<file path="src/rtl/mem_lsu_pkg.sv">
// Shared types for the MEM-stage load/store unit.
// Access-size codes and the request FSM states.
package lsu_pkg;

    localparam logic [2:0] F3_B  = 3'b000;
    localparam logic [2:0] F3_H  = 3'b001;
    localparam logic [2:0] F3_W  = 3'b010;
    localparam logic [2:0] F3_BU = 3'b100;
    localparam logic [2:0] F3_HU = 3'b101;

    typedef enum logic {
        IDLE,
        WAIT
    } lsu_state_e;

endpackage

</file>
<file path="src/rtl/mem_lsu_if.sv">
// Data-memory request/acknowledge bus between the LSU and dmem.
// The LSU is the master; the memory answers with ack/rdata.
interface mem_lsu_if;

    logic        req;
    logic        we;
    logic [31:0] addr;
    logic [31:0] wdata;
    logic [3:0]  be;
    logic        ack;
    logic [31:0] rdata;

    modport master (
        output req, we, addr, wdata, be,
        input  ack, rdata
    );

    modport slave (
        input  req, we, addr, wdata, be,
        output ack, rdata
    );

endinterface

</file>
<file path="src/rtl/mem_lsu_load_fmt.sv">
// Load data formatter: lane select plus sign/zero extension.
// Purely combinational; fed with the word read from dmem.
module lsu_load_fmt
    import lsu_pkg::*;
(
    input  logic [31:0] rdata,
    input  logic [1:0]  off,
    input  logic [2:0]  funct3,
    output logic [31:0] data
);

    logic [15:0] h;
    logic [7:0]  b;

    assign h = 16'(rdata >> {off, 3'b000});
    assign b = h[7:0];

    always_comb begin
        data = rdata;
        unique case (1'b1)
            (funct3 == F3_B):  data = {{24{b[7]}}, b};
            (funct3 == F3_H):  data = {{16{h[15]}}, h};
            (funct3 == F3_BU): data = {24'd0, b};
            (funct3 == F3_HU): data = {16'd0, h};
            default:           data = rdata;
        endcase
    end

endmodule

</file>
<file path="src/rtl/mem_lsu.sv">
// MEM-stage load/store unit: dmem req/ack transaction, stall,
// load formatting and the MEM/WB pipeline register.
module mem_lsu
    import lsu_pkg::*;
#(
    parameter int TIMEOUT_CYCLES = 16
) (
    input  logic        i_clk,
    input  logic        i_rst_n,
    input  logic        i_valid,
    input  logic        i_mem_rd,
    input  logic        i_mem_wr,
    input  logic [2:0]  i_funct3,
    input  logic [31:0] i_alu_data,
    input  logic [31:0] i_rs2_data,
    input  logic [4:0]  i_rd_addr,
    input  logic        i_rd_wren,
    mem_lsu_if.master   dmem,
    output logic        o_stall,
    output logic        o_misalign,
    output logic        o_bus_err,
    output logic        o_wb_valid,
    output logic [31:0] o_wb_data,
    output logic [4:0]  o_wb_rd_addr,
    output logic        o_wb_rd_wren
);

    localparam logic [4:0] CNT_LAST = 5'(TIMEOUT_CYCLES - 1);

    lsu_state_e  state_q, state_d;
    logic [4:0]  cnt_q;
    logic        req_q, we_q, ld_q, wren_q;
    logic [31:0] addr_q, wdata_q;
    logic [3:0]  be_q;
    logic [2:0]  f3_q;
    logic [1:0]  off_q;
    logic [4:0]  rd_q;

    logic        wb_valid_q, wb_wren_q;
    logic [31:0] wb_data_q;
    logic [4:0]  wb_rd_q;
    logic        misalign_q, bus_err_q;

    logic        memop, aligned;
    logic        issue, done, abort, stall;
    logic [3:0]  be_n;
    logic [31:0] wdata_n;
    logic [31:0] ld_data;

    assign memop = i_valid & (i_mem_rd | i_mem_wr);

    always_comb begin
        be_n    = 4'b1111;
        wdata_n = i_rs2_data;
        aligned = 1'b0;
        unique case (1'b1)
            (i_funct3[1:0] == F3_B[1:0]): begin
                be_n    = 4'b0001 << i_alu_data[1:0];
                wdata_n = {4{i_rs2_data[7:0]}};
                aligned = 1'b1;
            end
            (i_funct3[1:0] == F3_H[1:0]): begin
                be_n    = 4'b0011 << {i_alu_data[1], 1'b0};
                wdata_n = {2{i_rs2_data[15:0]}};
                aligned = ~i_alu_data[0];
            end
            default: aligned = (i_alu_data[1:0] == 2'b00);
        endcase
    end

    // Ack in the final allowed cycle beats the timeout.
    always_comb begin
        state_d = state_q;
        issue   = 1'b0;
        done    = 1'b0;
        abort   = 1'b0;
        stall   = 1'b0;
        unique case (state_q)
            IDLE: begin
                if (memop && aligned) begin
                    issue   = 1'b1;
                    stall   = 1'b1;
                    state_d = WAIT;
                end
            end
            WAIT: begin
                done  = dmem.ack;
                abort = ~dmem.ack & (cnt_q == CNT_LAST);
                stall = ~done & ~abort;
                if (done || abort) state_d = IDLE;
            end
        endcase
    end

    lsu_load_fmt u_fmt (
        .rdata  (dmem.rdata),
        .off    (off_q),
        .funct3 (f3_q),
        .data   (ld_data)
    );

    always_ff @(posedge i_clk) begin
        if (!i_rst_n) begin
            state_q    <= IDLE;
            cnt_q      <= 5'd0;
            req_q      <= 1'b0;
            we_q       <= 1'b0;
            ld_q       <= 1'b0;
            wren_q     <= 1'b0;
            addr_q     <= 32'd0;
            wdata_q    <= 32'd0;
            be_q       <= 4'd0;
            f3_q       <= 3'd0;
            off_q      <= 2'd0;
            rd_q       <= 5'd0;
            wb_valid_q <= 1'b0;
            wb_wren_q  <= 1'b0;
            wb_data_q  <= 32'd0;
            wb_rd_q    <= 5'd0;
            misalign_q <= 1'b0;
            bus_err_q  <= 1'b0;
        end else begin
            state_q    <= state_d;
            misalign_q <= 1'b0;
            bus_err_q  <= 1'b0;
            if (issue) begin
                req_q      <= 1'b1;
                cnt_q      <= 5'd0;
                we_q       <= i_mem_wr;
                ld_q       <= i_mem_rd & ~i_mem_wr;
                wren_q     <= i_rd_wren;
                addr_q     <= {i_alu_data[31:2], 2'b00};
                off_q      <= i_alu_data[1:0];
                wdata_q    <= wdata_n;
                be_q       <= be_n;
                f3_q       <= i_funct3;
                rd_q       <= i_rd_addr;
                wb_valid_q <= 1'b0;
            end else if (done) begin
                req_q      <= 1'b0;
                wb_valid_q <= 1'b1;
                wb_data_q  <= ld_data;
                wb_rd_q    <= rd_q;
                wb_wren_q  <= ld_q & wren_q;
            end else if (abort) begin
                req_q      <= 1'b0;
                wb_valid_q <= 1'b1;
                wb_data_q  <= 32'd0;
                wb_rd_q    <= rd_q;
                wb_wren_q  <= 1'b0;
                bus_err_q  <= 1'b1;
            end else if (state_q == WAIT) begin
                cnt_q      <= cnt_q + 5'd1;
                wb_valid_q <= 1'b0;
            end else if (memop) begin
                wb_valid_q <= 1'b1;
                wb_data_q  <= i_alu_data;
                wb_rd_q    <= i_rd_addr;
                wb_wren_q  <= 1'b0;
                misalign_q <= 1'b1;
            end else begin
                wb_valid_q <= i_valid;
                wb_data_q  <= i_alu_data;
                wb_rd_q    <= i_rd_addr;
                wb_wren_q  <= i_rd_wren & i_valid;
            end
        end
    end

    assign dmem.req     = req_q;
    assign dmem.we      = we_q;
    assign dmem.addr    = addr_q;
    assign dmem.wdata   = wdata_q;
    assign dmem.be      = be_q;
    assign o_stall      = stall;
    assign o_misalign   = misalign_q;
    assign o_bus_err    = bus_err_q;
    assign o_wb_valid   = wb_valid_q;
    assign o_wb_data    = wb_data_q;
    assign o_wb_rd_addr = wb_rd_q;
    assign o_wb_rd_wren = wb_wren_q;

endmodule

</file>
<file path="src/flat_wrapper.sv">
// flat-port wrapper written by rule: the top's interface ports become plain ports
module mem_lsu_flat import lsu_pkg::*;
#(
    parameter int TIMEOUT_CYCLES = 16
)
  (i_clk, i_rst_n, i_valid, i_mem_rd, i_mem_wr, i_funct3, i_alu_data, i_rs2_data, i_rd_addr, i_rd_wren, o_stall, o_misalign, o_bus_err, o_wb_valid, o_wb_data, o_wb_rd_addr, o_wb_rd_wren, dmem_req, dmem_we, dmem_addr, dmem_wdata, dmem_be, dmem_ack, dmem_rdata);
  mem_lsu_if dmem_i ();
  input  logic i_clk;
  input  logic i_rst_n;
  input  logic i_valid;
  input  logic i_mem_rd;
  input  logic i_mem_wr;
  input  logic [2:0] i_funct3;
  input  logic [31:0] i_alu_data;
  input  logic [31:0] i_rs2_data;
  input  logic [4:0] i_rd_addr;
  input  logic i_rd_wren;
  output logic o_stall;
  output logic o_misalign;
  output logic o_bus_err;
  output logic o_wb_valid;
  output logic [31:0] o_wb_data;
  output logic [4:0] o_wb_rd_addr;
  output logic o_wb_rd_wren;
  output wire logic [$bits(dmem_i.req)-1:0] dmem_req;
  output wire logic [$bits(dmem_i.we)-1:0] dmem_we;
  output wire logic [$bits(dmem_i.addr)-1:0] dmem_addr;
  output wire logic [$bits(dmem_i.wdata)-1:0] dmem_wdata;
  output wire logic [$bits(dmem_i.be)-1:0] dmem_be;
  input wire logic [$bits(dmem_i.ack)-1:0] dmem_ack;
  input wire logic [$bits(dmem_i.rdata)-1:0] dmem_rdata;
  assign dmem_req = dmem_i.req;
  assign dmem_we = dmem_i.we;
  assign dmem_addr = dmem_i.addr;
  assign dmem_wdata = dmem_i.wdata;
  assign dmem_be = dmem_i.be;
  assign dmem_i.ack = dmem_ack;
  assign dmem_i.rdata = dmem_rdata;
  mem_lsu #(.TIMEOUT_CYCLES(TIMEOUT_CYCLES)) u_core (.i_clk(i_clk), .i_rst_n(i_rst_n), .i_valid(i_valid), .i_mem_rd(i_mem_rd), .i_mem_wr(i_mem_wr), .i_funct3(i_funct3), .i_alu_data(i_alu_data), .i_rs2_data(i_rs2_data), .i_rd_addr(i_rd_addr), .i_rd_wren(i_rd_wren), .dmem(dmem_i), .o_stall(o_stall), .o_misalign(o_misalign), .o_bus_err(o_bus_err), .o_wb_valid(o_wb_valid), .o_wb_data(o_wb_data), .o_wb_rd_addr(o_wb_rd_addr), .o_wb_rd_wren(o_wb_rd_wren));
endmodule
</file>
<file path="config.mk">
export PLATFORM = sky130hd
export DESIGN_NAME = mem_lsu_flat
export DESIGN_NICKNAME = d
export VERILOG_FILES = /design/src/rtl/mem_lsu_pkg.sv /design/src/rtl/mem_lsu_if.sv /design/src/rtl/mem_lsu_load_fmt.sv /design/src/rtl/mem_lsu.sv /design/src/flat_wrapper.sv
export SDC_FILE = /design/constraint.sdc
export NUM_CORES = 1
export LEC_CHECK = 0
export ABC_AREA = 1
export BUFFER_PORTS_ARGS = -buffer_cell sky130_fd_sc_hd__buf_2
export CORE_MARGIN = 10
export CORE_UTILIZATION = 46
export DETAILED_ROUTE_END_ITERATION = 10
export MAX_ROUTING_LAYER = met4
export PLACE_DENSITY = 0.78
export SYNTH_ARGS = -nofsm -noshare
export SYNTH_HDL_FRONTEND = slang
export SYNTH_SLANG_ARGS = --single-unit
</file>
<file path="constraint.sdc">
create_clock -name i_clk -period 1.8 [get_ports i_clk]
set_input_delay 0.09 -clock i_clk [delete_from_list [all_inputs] [get_ports i_clk]]
set_output_delay 0.09 -clock i_clk [all_outputs]
set_load 0.03 [all_outputs]
</file>
==> summary.md, run 1 <==
| Metric | Value |
|---|---|
| CP endpoint | o_stall |
| Initial Utilization | 47.5% |
| Final WL | 23200 um |
| Placed cells | 1354 |
| Crit-path max FO | 3 |
| RSZ-0062 raised after global routing | true |
| IO buf count | 220 |
| Die Ht | 137 um |
| # setup viols final | 0 |
| Warnings, synthesis | 0 |
| Number of top-level pins | 223 |
| # H-tree levels | 4 |
| Clock network power share | 40.0% |
| Nets | 1378 |
| Switching Fraction | 32.7% |
| Post-route insts no fill | 1454 |
| Reg2Reg Depth | 12 |
| Worst Clk Skew | 0.00802 ns |
| # DRC | 0 |
| CTS Buffer Depth | 2 |
| Routed Antenna Nets | 0 |
| DP Wirelength | 15800 um |
| Sequential Power Share | 35.4% |
| Layout cells sized above 1 | 26.6% |
| Library cells used by synthesis | 28 |
| CP startpoint kind | flip-flop |
| Cell Area, Synth | 6330 um^2 |
| Reg2Reg Launch Point | u_core.cnt_q[0] |
| Comb pwr share | 24.6% |
| CTS tree | done |
| Routed WL per cell | 15.9 um |
| Max Clock Freq | 0.564 GHz |
| Die ar. | 18900 um^2 |
| Final Hold Vio Count | 0 |
| Pre-antenna DRT Iters | 7 |
| Synthesized instance count | 992 |
| CP startpoint | u_core.cnt_q[0] |
| Slew HR | 64.3% |
| CTS Buf Count | 17 |
| Part of the cycle the worst path needs | 98.5% |
| CORE AREA | 13300 um^2 |
| Setup Crit Path Kind | flip-flop to output port |
| Vias in the first global route | 6945 |
| First-pass GRT wire length | 34800 um |
| PD cells | 989 nW/um^2 |
| CP Capture Type | output port |
| Dpl ws | -0.00388 ns |
| Cell taking the most area after synthesis | dfxtp_1 |
| # rows | 42 |
| Internal | 6.04 mW |
| Top cells by area, synth | dfxtp_1 (40%), nand2_1 (16%), nor2_1 (8.5%), a21oi_1 (7.3%), o21ai_0 (6.2%) |
| Avg Cell Area, Syn | 6.39 um^2 |
| Slew @ Worst Pin | 0.535 ns |
| Req. time, crit path | 1.71 ns |
| Clk Latency, worst-skew pair | 0.42 ns |
| Outcome | complete, no violations |
| Root Driver | clkbuf_16 |
| Net switching power | 2.93 mW |
| R2r endpoint | u_core.o_wb_data[16] |
| DR iter-0 viols | 528 |
| Area Overhead vs Synth | 43.2% |
| Vias per Instance | 5.07 |
| R2R setup slack | 0.06 ns |
| Maximum capacitance violations | 0 |
| GP Congestion | 0.967 |
| Fin util | 68.0% |
| WHS | 0.0144 ns |
| Synthesized flop and latch total | 127 |
| Gr ovfl total | 0 |
| HP Class | input pin to flip-flop |
| Yosys top cell area share | 40.1% |
| CTS clk-pin slew, worst paths | 0.06 ns |
| Die width | 137 um |
| Final setup margin | 0.0277 ns |
| Routed vias | 7377 |
| Post-route minimum period | 1.77 ns |
| Pin count of the biggest net entering global routing | 59 |
| CTS Sinks | 127 |
| Post-synthesis sequential area ratio | 40.1% |
| Gr usage total | 23.8% |
| VDD IR max | 815 uV |
| Worst EP arrival | 1.68 ns |
| Antenna Diode Count | 0 |
| Lkg Pwr | 4.63 nW |
| Initial antenna violation count | 0 |
| Max-slew violations | 0 |
[worst min path at each step]
stage	startpoint	to	slack [ns]	cells past startpoint
3_3_place_gp	i_funct3[2]	u_core.f3_q[2]	0.32	3
5_1_grt	i_alu_data[1]	u_core.dmem.be[3]	0.03	3
6_report	i_alu_data[1]	u_core.off_q[1]	0.01	3
2_1_floorplan	i_funct3[2]	u_core.f3_q[2]	0.23	2
3_5_place_dp	i_funct3[2]	u_core.f3_q[2]	0.34	3
4_1_cts	i_alu_data[1]	u_core.off_q[1]	0.008	3
[repair_timing]
action / in CTS / in global routing
cloned: 0 / 3
hold endpoints to repair: 62 / 0
endpoints found under the setup margin: 24 / 40
gates resized for setup: 8 / 31
hold buffers: 62 / 0
pin swaps: 5 / 2
buffers inserted: 2 / 1
[stage by stage]
step | setup TNS (ns) | instance area, um^2 | power, mW
floorplan | 0 | 6340 | 4.55
global placement | 0 | 7640 | 5.16
detailed placement | -0.0126 | 7640 | 5.20
CTS | -0.00105 | 8900 | 8.88
global route | -0.0998 | 9070 | 9.36
finish | 0 | 9070 | 8.97
[worst max-delay path, cell delays in order, from the launching register on]
cell and delay [ns]:
dfxtp_2 0.34, ha_4 0.16, nand2_2 0.05, nor2_1 0.04, ha_2 0.19, o21ai_4 0.16, nand2_2 0.09, nand2_4 0.10
buf_6 0.14
[power by group through the flow]
stage / combinational (mW) / sequential, mW / clock (mW)
2_1_floorplan: 0.908 / 3.65 / 0
3_3_place_gp: 1.94 / 3.22 / 0
3_5_place_dp: 1.97 / 3.23 / 0
4_1_cts: 2.10 / 3.17 / 3.61
5_1_grt: 2.40 / 3.20 / 3.76
6_report: 2.21 / 3.17 / 3.58
[sequential cells by signal, indices dropped and copies added (netlist names), 2 cells and up]
| register | cells |
|---|---|
| u_core.o_wb_rd_addr | 5 |
| u_core.f3_q | 3 |
| u_core.rd_q | 5 |
| u_core.dmem.be | 4 |
| u_core.dmem.addr | 30 |
| u_core.cnt_q | 5 |
| u_core.dmem.wdata | 32 |
| u_core.off_q | 2 |
| u_core.o_wb_data | 32 |
[synthesized netlist by cell type (all sizes together)]
| library cell | n |
|---|---|
| nand2 | 268 |
| nand3 | 68 |
| ha | 2 |
| o21ai | 84 |
| dfxtp | 127 |
| a211oi | 6 |
| clkbuf | 28 |
| buf | 36 |
| nor3 | 3 |
| nor2 | 155 |
| o211ai | 3 |
| xor2 | 3 |
| a21boi | 5 |
| a21oi | 93 |
| inv | 106 |
| or2 | 4 |
| conb | 1 |
[metal layers]
layer  part of all wire, %  global-route usage (%)  wire length, um  up-vias
met5                     0                       -                0        -
met1                    40                    27.0             9170     3290
met2                    48                    39.1            11100      375
met4                   2.9                    7.90              682        0
li1                      -                       -                -     3652
met3                   9.8                    7.50             2270       60
[final cells by class]
type,count,area (um^2)
Clock buffer,17,425
Clock inverter,15,186
Fill cell,1132,4280
Inverter,106,404
Multi-Input combinational cell,696,3180
Sequential cell,127,2540
Tap cell,176,220
Timing Repair Buffer,317,2110
[cell usage in the layout, fill, tap and decap left out, types with 7 or more instances in the layout]
master / netlist / routed
inv_1: 102 / 101
buf_2: 27 / 219
o21ai_0: 79 / 74
nand3_1: 68 / 68
a21oi_2: 0 / 13
nor2_1: 143 / 139
nor2_2: 10 / 14
dfxtp_1: 127 / 125
nand2_2: 3 / 7
o21ai_1: 5 / 9
dlygate4sd3_1: 0 / 62
buf_4: 4 / 25
nand2_1: 263 / 259
clkbuf_16: 0 / 19
a21oi_1: 93 / 80
[kinds of logic after synthesis]
kind of cell,after synthesis,share of synthesized area [%]
AOI/OAI and AO/OA,191,15.6
DFF,127,40.1
and+or+nand+nor,498,32.1
adders and majority gates,2,0.395
buffers and inverters,170,11.2
other,1,0.0592
xor gates and xnor gates,3,0.415
Note: power is estimated with default switching activity, not from simulation.
==> inputs of run 2 (changes only) <==
--- a/config.mk
+++ b/config.mk
@@ -8,10 +8,10 @@
 export ABC_AREA = 1
 export BUFFER_PORTS_ARGS = -buffer_cell sky130_fd_sc_hd__buf_2
 export CORE_MARGIN = 10
-export CORE_UTILIZATION = 46
+export CORE_UTILIZATION = 50
 export DETAILED_ROUTE_END_ITERATION = 10
 export MAX_ROUTING_LAYER = met4
-export PLACE_DENSITY = 0.78
+export PLACE_DENSITY = 0.8
 export SYNTH_ARGS = -nofsm -noshare
 export SYNTH_HDL_FRONTEND = slang
 export SYNTH_SLANG_ARGS = --single-unit
==> constraint.sdc (replaced) <==
create_clock -name i_clk -period 1.9 [get_ports i_clk]
set_input_delay 0.095 -clock i_clk [delete_from_list [all_inputs] [get_ports i_clk]]
set_output_delay 0.095 -clock i_clk [all_outputs]
set_load 0.03 [all_outputs]
==> run 2 against run 1 <==
  * Clock power is 6.7% lower
  * Clock skew is 0.0067 ns higher
  * Global-route usage is 1.3 points higher
  * Via count is 0.58% higher
  * Setup slack worse by 0.0026 ns
  * Critical path depth is 1 higher
  * Die area is 6.9% lower
  * Flip-flop and latch count stayed put
  * Register-to-register slack better by 0.02 ns
  * Critical endpoint unchanged
  * Highest routed layer unchanged
==> summary.md, run 2 (synthesis gave the netlist of run 1 again) <==
| Metric | Value |
|---|---|
| Max-slew violations | 0 (unchanged) |
| Most frequent cells in the layout | nand2_1 (262), buf_2 (219), nor2_1 (143), dfxtp_1 (125), inv_1 (102) |
| CTS Buf Count | 17 (unchanged) |
| Max Clock Freq | 0.533 GHz |
| # setup viols final | 0 (unchanged) |
| Total negative setup slack | 0 ns (unchanged) |
| # DRC | 0 (unchanged) |
| Commonest non-fill, non-tap cell in the layout | nand2_1 |
| Nets | 1373 (-0.36%) |
| Routed vias | 7420 (+0.58%) |
| CP startpoint kind | flip-flop |
| Routed Antenna Nets | 0 (unchanged) |
| Initial Utilization | 50.6% (+3.2 points) |
| CTS Buffer Depth | 2 (unchanged) |
| IO buf count | 220 (unchanged) |
| DR iter-0 viols | 579 (+9.7%) |
| CORE AREA | 12500 um^2 (-6.2%) |
| Req. time, crit path | 1.80 ns (+0.09 ns) |
| Layout cells sized above 1 | 24.6% (-2.0 points) |
| Routed WL per cell | 15.6 um (-2.4%) |
| Worst Clk Skew | 0.0147 ns (+0.00670 ns) |
| Vias per Instance | 5.13 (+1.1%) |
| Part of the cycle the worst path needs | 98.7% |
| Die ar. | 17600 um^2 (-6.9%) |
| Final WL | 22500 um (-2.9%) |
| Pwr Total | 8.37 mW (-6.7%) |
| Setup Crit Path Kind | flip-flop to output port |
| # H-tree levels | 4 (unchanged) |
| Slew @ Worst Pin | 0.566 ns (+0.0308 ns) |
| First-pass GRT wire length | 35300 um (+1.3%) |
| Area Overhead vs Synth | 40.7% |
| Initial antenna violation count | 1 (+1) |
| RSZ-0062 raised after global routing | true |
| Post-route minimum period | 1.87 ns |
| Lkg Pwr | 4.60 nW (-0.65%) |
| # rows | 41 (-2.4%) |
| Pin count of the biggest net entering global routing | 65 (+10%) |
| Outcome | complete, no violations |
| Final-layout fill cell count | 1031 (-8.9%) |
| Gr usage total | 25.1% (+1.3 points) |
| Die Ht | 133 um (-3.5%) |
| GP Congestion | 0.937 (-3.1%) |
| Slew HR | 62.2% (-2.1 points) |
| Worst EP arrival | 1.78 ns (+0.10 ns) |
| CP Capture Type | output port |
| Maximum capacitance violations | 0 (unchanged) |
| Pre-antenna DRT Iters | 5 (-2) |
| Gr ovfl total | 0 (unchanged) |
| Die width | 133 um (-3.5%) |
| PD cells | 939 nW/um^2 (-5.0%) |
| DP Wirelength | 15300 um (-3.2%) |
| Clk Latency, worst-skew pair | 0.43 ns (about the same) |
| CTS Sinks | 127 (unchanged) |
| Crit-path max FO | 3 (unchanged) |
| VDD IR max | 562 uV (-31%) |
| CTS tree | done |
| HP Class | input pin to flip-flop |
| Vias in the first global route | 7044 (+1.4%) |
| Root Driver | clkbuf_16 |
| Number of top-level pins | 223 (unchanged) |
| Final Hold Vio Count | 0 (unchanged) |
| CTS clk-pin slew, worst paths | 0.05 ns (about the same) |
[run 2: cell count changes in the layout (fill, tap and decap cells not counted), moves of 4 or more]
cell,previous run,this run
a21oi_1,80,92
a21oi_2,13,1
nor2_1,139,143
nor2_2,14,10
o21ai_0,74,79
o21ai_1,9,4
[run 2: timing repair]
action / CTS / global route
hold endpoints to repair: 63 / 0
cloned: 0 / 1
setup buffers: 2 / 1
pin swaps: 2 / 2
hold buffers: 62 / 0
setup endpoints to repair: 1 / 34
gates resized for setup: 5 / 4
[run 2: area by class of cell]
cell class,count,area (um^2),area share [%]
sequential,127,2540,28.6
clock buffer,19,443,4.97
inverter,106,398,4.47
tap,172,215,2.42
clock inverter,13,161,1.81
timing repair buffer,312,2040,22.9
multi-input combinational,696,3110,34.8
antenna,1,2.50,0.0281
[run 2: per-layer routing]
layer | vias to the layer above | share of wire, % | GRT usage [%]
li1 | 3643 | - | -
met1 | 3315 | 41 | 27.9
met2 | 398 | 48 | 41.4
met3 | 64 | 8.3 | 7.53
met4 | 0 | 3.2 | 10.3
met5 | - | 0 | -
[run 2: report_power, final]
part           total (mW)  leakage, nW  switching [mW]  internal, mW
combinational        2.01         3.27            1.31         0.708
clock                3.34        0.286            1.24          2.10
sequential           3.01         1.05           0.119          2.89
total                8.37         4.60            2.67          5.70
[run 2: worst paths after layout]
kind / start / to / slack [ns] / cells past startpoint
max reg2reg: u_core.cnt_q[0] / u_core.o_wb_data[9] / 0.08 / 12
max: u_core.cnt_q[0] / o_stall / 0.03 / 9
min reg2reg: u_core.dmem.wdata[26] / u_core.dmem.wdata[26] / 0.46 / 2
min: i_rs2_data[10] / u_core.dmem.wdata[10] / 0.02 / 3
[run 2: per-stage QoR]
step           util, %  area [um^2]  worst slack [ns]  instances  hold slack [ns]
2_1_floorplan        -         6340            0.0849        993            0.233
3_3_place_gp      60.8         7610             0.156       1347            0.322
3_5_place_dp      60.8         7610             0.104       1347            0.332
4_1_cts           70.8         8870           0.00256       1443           0.0104
5_1_grt           71.2         8910           -0.0562       1446           0.0324
6_report          71.2         8910            0.0252       1446           0.0228
[run 2: worst max-delay path, cell delays in order, from the launching register on]
cell	delay (ns)
dfxtp_2	0.33
ha_1	0.20
nand2_1	0.06
nor2_1	0.04
ha_2	0.18
o21ai_4	0.14
nand2_2	0.09
nand2_4	0.09
buf_6	0.11
buf_6	0.12
